==> src/rtl/ps2_host_tx.sv <==
// rtl/ps2_host_tx.sv - PS/2 host-to-device command byte transmitter (optional retry: PS2_TX_RETRY_EN)
module ps2_host_tx #(
  parameter int INHIBIT_CYC = 5000,
  parameter int TIMEOUT_CYC = 750000
) (
  input  logic       clock,
  input  logic       reset,
  input  logic       tx_valid,
  input  logic [7:0] tx_data,
  output logic       tx_ready,
  input  logic       ps2_clk_in,
  input  logic       ps2_data_in,
  output logic       ps2_clk_oe,
  output logic       ps2_data_oe,
  output logic       busy,
  output logic       done,
  output logic       err
);

  localparam int IW = $clog2(INHIBIT_CYC + 1);
  localparam int TW = $clog2(TIMEOUT_CYC + 1);
  localparam logic [IW-1:0] INH_PRE  = IW'(INHIBIT_CYC - 2);
  localparam logic [IW-1:0] INH_LAST = IW'(INHIBIT_CYC - 1);
  localparam logic [TW-1:0] TMO_LAST = TW'(TIMEOUT_CYC - 1);

`ifdef PS2_TX_RETRY_EN
  localparam bit RETRY_EN = 1'b1;
`else
  localparam bit RETRY_EN = 1'b0;
`endif

  typedef enum logic [2:0] {
    S_IDLE, S_INHIBIT, S_RTS, S_DATA, S_ACK, S_WAIT_IDLE, S_DONE
  } state_t;

  state_t          state, state_n;
  logic [IW-1:0]   inh_cnt, inh_n;
  logic [TW-1:0]   to_cnt, to_n;
  logic [3:0]      bit_cnt, bit_cnt_n;
  logic [7:0]      tx_byte, tx_byte_n;
  logic            parity_q, parity_n;
  logic            attempt, attempt_n;
  logic            clk_oe_q, clk_oe_n;
  logic            data_oe_q, data_oe_n;
  logic            done_q, done_n;
  logic            err_q, err_n;
  logic            ready_q, ready_n;
  logic            retry_ok;

  logic clk_m, clk_s, clk_d, data_m, data_s;
  logic fall;

  assign fall = clk_d & ~clk_s;

  // Two-flop synchronizers for both pins plus a delayed copy of ps2_clk for edge detection.
  always_ff @(posedge clock) begin
    if (reset) begin
      clk_m  <= 1'b1;
      clk_s  <= 1'b1;
      clk_d  <= 1'b1;
      data_m <= 1'b1;
      data_s <= 1'b1;
    end else begin
      clk_m  <= ps2_clk_in;
      clk_s  <= clk_m;
      clk_d  <= clk_s;
      data_m <= ps2_data_in;
      data_s <= data_m;
    end
  end

  // State and registered outputs.
  always_ff @(posedge clock) begin
    if (reset) begin
      state     <= S_IDLE;
      inh_cnt   <= '0;
      to_cnt    <= '0;
      bit_cnt   <= '0;
      tx_byte   <= '0;
      parity_q  <= 1'b0;
      attempt   <= 1'b0;
      clk_oe_q  <= 1'b0;
      data_oe_q <= 1'b0;
      done_q    <= 1'b0;
      err_q     <= 1'b0;
      ready_q   <= 1'b1;
    end else begin
      state     <= state_n;
      inh_cnt   <= inh_n;
      to_cnt    <= to_n;
      bit_cnt   <= bit_cnt_n;
      tx_byte   <= tx_byte_n;
      parity_q  <= parity_n;
      attempt   <= attempt_n;
      clk_oe_q  <= clk_oe_n;
      data_oe_q <= data_oe_n;
      done_q    <= done_n;
      err_q     <= err_n;
      ready_q   <= ready_n;
    end
  end

  // Next-state and next-output logic; a detected fall always takes priority over timeout expiry.
  always_comb begin
    state_n   = state;
    inh_n     = inh_cnt;
    to_n      = to_cnt;
    bit_cnt_n = bit_cnt;
    tx_byte_n = tx_byte;
    parity_n  = parity_q;
    attempt_n = attempt;
    clk_oe_n  = clk_oe_q;
    data_oe_n = data_oe_q;
    done_n    = 1'b0;
    err_n     = err_q;
    ready_n   = ready_q;
    retry_ok  = RETRY_EN & ~attempt;

    case (state)
      S_IDLE: begin
        if (tx_valid && ready_q) begin
          tx_byte_n = tx_data;
          parity_n  = ~^tx_data;
          ready_n   = 1'b0;
          err_n     = 1'b0;
          attempt_n = 1'b0;
          inh_n     = '0;
          clk_oe_n  = 1'b1;
          data_oe_n = 1'b0;
          state_n   = S_INHIBIT;
        end
      end

      S_INHIBIT: begin
        inh_n = inh_cnt + IW'(1);
        // Start bit goes low one cycle before the clock is released.
        if (inh_cnt == INH_PRE) begin
          data_oe_n = 1'b1;
        end
        if (inh_cnt == INH_LAST) begin
          clk_oe_n  = 1'b0;
          data_oe_n = 1'b1;
          to_n      = '0;
          bit_cnt_n = '0;
          state_n   = S_RTS;
        end
      end

      S_RTS, S_DATA, S_ACK: begin
        to_n = to_cnt + TW'(1);
        if (fall) begin
          if (state == S_ACK) begin
            err_n   = data_s;
            state_n = S_WAIT_IDLE;
          end else begin
            bit_cnt_n = bit_cnt + 4'd1;
            state_n   = S_DATA;
            if (bit_cnt < 4'd8) begin
              data_oe_n = ~tx_byte[bit_cnt[2:0]];
            end else if (bit_cnt == 4'd8) begin
              data_oe_n = ~parity_q;
            end else begin
              data_oe_n = 1'b0;
              state_n   = S_ACK;
            end
          end
        end else if (to_cnt == TMO_LAST) begin
          clk_oe_n  = 1'b0;
          data_oe_n = 1'b0;
          if (retry_ok) begin
            attempt_n = 1'b1;
            inh_n     = '0;
            clk_oe_n  = 1'b1;
            state_n   = S_INHIBIT;
          end else begin
            err_n   = 1'b1;
            done_n  = 1'b1;
            state_n = S_DONE;
          end
        end
      end

      S_WAIT_IDLE: begin
        // The device must release both lines before the next attempt or completion.
        if (clk_s && data_s) begin
          if (err_q && retry_ok) begin
            attempt_n = 1'b1;
            err_n     = 1'b0;
            inh_n     = '0;
            clk_oe_n  = 1'b1;
            data_oe_n = 1'b0;
            state_n   = S_INHIBIT;
          end else begin
            done_n  = 1'b1;
            state_n = S_DONE;
          end
        end
      end

      S_DONE: begin
        ready_n = 1'b1;
        state_n = S_IDLE;
      end

      default: state_n = S_IDLE;
    endcase
  end

  assign tx_ready    = ready_q;
  assign busy        = ~ready_q;
  assign ps2_clk_oe  = clk_oe_q;
  assign ps2_data_oe = data_oe_q;
  assign done        = done_q;
  assign err         = err_q;

endmodule

==> config.mk <==
export PLATFORM = sky130hd
export DESIGN_NAME = ps2_host_tx
export DESIGN_NICKNAME = d
export VERILOG_FILES = /design/src/rtl/ps2_host_tx.sv
export SDC_FILE = /design/constraint.sdc
export NUM_CORES = 1
export LEC_CHECK = 0
export BUFFER_PORTS_ARGS = -buffer_cell sky130_fd_sc_hd__buf_2
export CORE_MARGIN = 1
export CORE_UTILIZATION = 55
export CTS_BUF_LIST = sky130_fd_sc_hd__clkbuf_8
export DETAILED_ROUTE_END_ITERATION = 16
export PLACE_DENSITY_LB_ADDON = 0.2
export SLEW_MARGIN = 20
export SYNTH_ARGS = -nofsm -noshare
export SYNTH_HDL_FRONTEND = slang
export SYNTH_SLANG_ARGS = --single-unit
==> constraint.sdc <==
create_clock -name clock -period 4.6 [get_ports clock]
set_clock_uncertainty 0.05 [all_clocks]
set_input_delay 0.69 -clock clock [delete_from_list [all_inputs] [get_ports clock]]
set_output_delay 0.69 -clock clock [all_outputs]
set_load 0.05 [all_outputs]
==> summary.md <==
| Metric | Value |
|---|---|
| Status | `completed` |
| Routed vias | `roughly 2800` |
| Largest net degree at the start of global routing | `38` |
| EDFF count, synth | `0` |
| CTS Buf Count | `9` |
| Routed length per instance | `14.5 um` |
| IO Port Bufs | `18` |
| H-tree depth | `3` |
| Crit Path Category | `reg -> reg` |
| RSZ-0062 raised after global routing | `no` |
| Max_cap viols | `0` |
| Minimum clock period | `2.51 ns` |
| Synth top cells by count | `59 x dfxtp_1, 45 x nand2_1, 41 x a21oi_1` |
| Most common cell in the netlist | `dfxtp_1` |
| Ys Warns | `0` |
| TritonCTS clock tree | `done` |
| Clock sinks | `59` |
| # IOs | `19` |
| Total grt overflow | `0` |
| Max Clk Rate | `399 MHz` |
| Final Max Slew Viols | `0` |
| Async SR Flop Fraction | `0%` |
| Root Buffer | `clkbuf_8` |
| Mapped Cells | `around 380` |
| Top post-synthesis cells by area | `dfxtp_1 39%, a21oi_1 6.8%, nand2_1 5.6%` |
| Final worst slack | `2.09 ns` |
| Die Footprint | `5810 um2` |
| DRC Markers | `0` |
| Core Region | `roughly 5200 um2` |
| Post-CTS resize count | `0` |
| Mapped Nets | `394` |
| Layout cells sized above 1 | `between 10% and 20%` |
| Post-cts hold buffer count | `0` |
| WL final | `slightly below 7000 um` |
| Setup Fix Bufs, Post-CTS | `0` |
| CP Data Required Time | `4.82 ns` |
| Vias per inst | `6.04` |
| Clk buf depth | `2` |
| CP Capture Type | `flip-flop` |
| Mapped cell area | `3030 um2` |
| Hold Violations, Final | `0` |
| PD cells | `447 nW/um2` |
| Final setup viols | `0` |
| Cell row count | `26` |
| Dpl ws | `2.04 ns` |
| Synth unique cells | `46` |
| Leak Pwr | `0.00122 uW` |
| Synthesized area per cell | `8.06 um2` |
| Largest area contributor in the netlist | `dfxtp_1` |
| Fin crit share | `54.5%` |
| Fin nets | `406` |
| Startpoint Class | `flip-flop` |
| Initial core utilization | `58.2%` |
| Synthesized flop and latch total | `59` |
| Max_slew headroom | `about a third` |
| Final ANT Viol Nets | `0` |
| GRT Total Usage | `24.5%` |
| Most common flop cell mapped by yosys | `dfxtp_1` |
| Clock Latency Late Sink | `0.34 ns` |
| Worst Path Arrival | `2.73 ns` |
| Core Util, Final | `between 60% and 70%` |
| Vias in the first global route | `2492` |
| DR iter-0 viols | `150` |
| Area Growth Syn to Fin | `11.6%` |
| Die H | `76.2 um` |
| Setup TNS Final | `0 ns` |
| Seq/Total Area, Yosys | `39.0%` |
| Die X-Extent | `roughly 76 um` |
| Max VDD drop | `0.000254 V` |
| ANT cells | `0` |
| Top cell type's share of synthesized area | `39.0%` |
| DR pass1 iterations | `4` |
| Clk pin slew, worst setup/hold paths | `0.07 ns` |
| Worst Tran Pin Value | `about 1.0 ns` |
| Critical Path Fanout Max | `32` |
| Initial antenna violation count | `0` |
| Gp weighted congestion | `0.916` |
| Detailed Place HPWL | `around 4600 um` |
| Hold WC Path Type | `reg -> reg` |
| First-pass GRT wire length | `11400 um` |
==> logic make-up after synthesis <==
group                      synth area share (%)
and+or+nand+nor                            31.1
xor gates and xnor gates                   3.18
DFF                                        39.0
buffers and inverters                      3.43
muxes                                      3.97
AOI/OAI and AO/OA                          17.2
adders and majority gates                  2.07
==> final cells by class <==
type | count | area, um2
fillers | 462 | 1830
multi-input cells | 290 | 1750
flip-flops and latches | 59 | 1180
clock buffers | 11 | 151
repair buffers | 19 | 97.6
well taps | 70 | 87.6
clock inverters | 5 | 76.3
inverters | 9 | 33.8
==> report_power, final <==
| part | internal [uW] | switching, uW |
|---|---|---|
| Clock | 332 | 205 |
| Combinational | 127 | 249 |
| Sequential | 551 | 45.9 |
| Total | 1010 | 500 |
==> layout by cell type (no fill, tap or decap), drive strengths merged, types with 9 or more instances in the layout <==
master,netlist,final
o21ai,18,18
buf,3,19
or4,13,13
nor3,9,9
a21oi,42,42
nor2,31,31
nand4,10,10
nand3,19,19
nand2,45,45
clkbuf,15,11
inv,9,10
dfxtp,59,59
==> per-stage QoR <==
step	std cells	hold WS, ns	power (uW)	instance area [um2]
2_1_floorplan	376	0.339	899	3030
3_3_place_gp	447	0.342	969	3140
3_5_place_dp	447	0.347	975	3140
4_1_cts	463	0.362	1510	3370
5_1_grt	463	0.367	1580	3380
6_report	463	0.360	1510	3380
==> critical path: stages (launching register included) <==
cell,delay [ns]
dfxtp_1,0.37
or4b_4,0.59
nor4_4,0.45
a21oi_4,0.26
or4_1,0.57
a21oi_1,0.15
==> routing by layer <==
layer	track usage [%]	routed length, um	up-vias
li1	-	-	1395
met1	30.8	3150	1316
met5	0	0	-
met3	3.83	267	16
met4	14.0	174	0
met2	39.7	3140	71
==> registers in the layout, summed over array words and instances (netlist names) <==
name and cells:
to_cnt 20, inh_cnt 13, tx_byte 8, bit_cnt 4, state 3, clk_d 1, clk_m 1, clk_s 1
data_m 1, data_s 1, done 1, err 1, parity_q 1, ps2_clk_oe 1, ps2_data_oe 1, tx_ready 1
==> path summary, 6_finish.rpt <==
path	from	to	slack, ns	cells after the start
worst max-delay path	inh_cnt[6]	to_cnt[18]	2.09	5
worst min-delay path	clk_m	clk_s	0.36	1
worst max register to register	inh_cnt[6]	to_cnt[18]	2.09	5
worst min register to register	clk_m	clk_s	0.36	1
No activity file was read; power rests on OpenSTA's default activity.
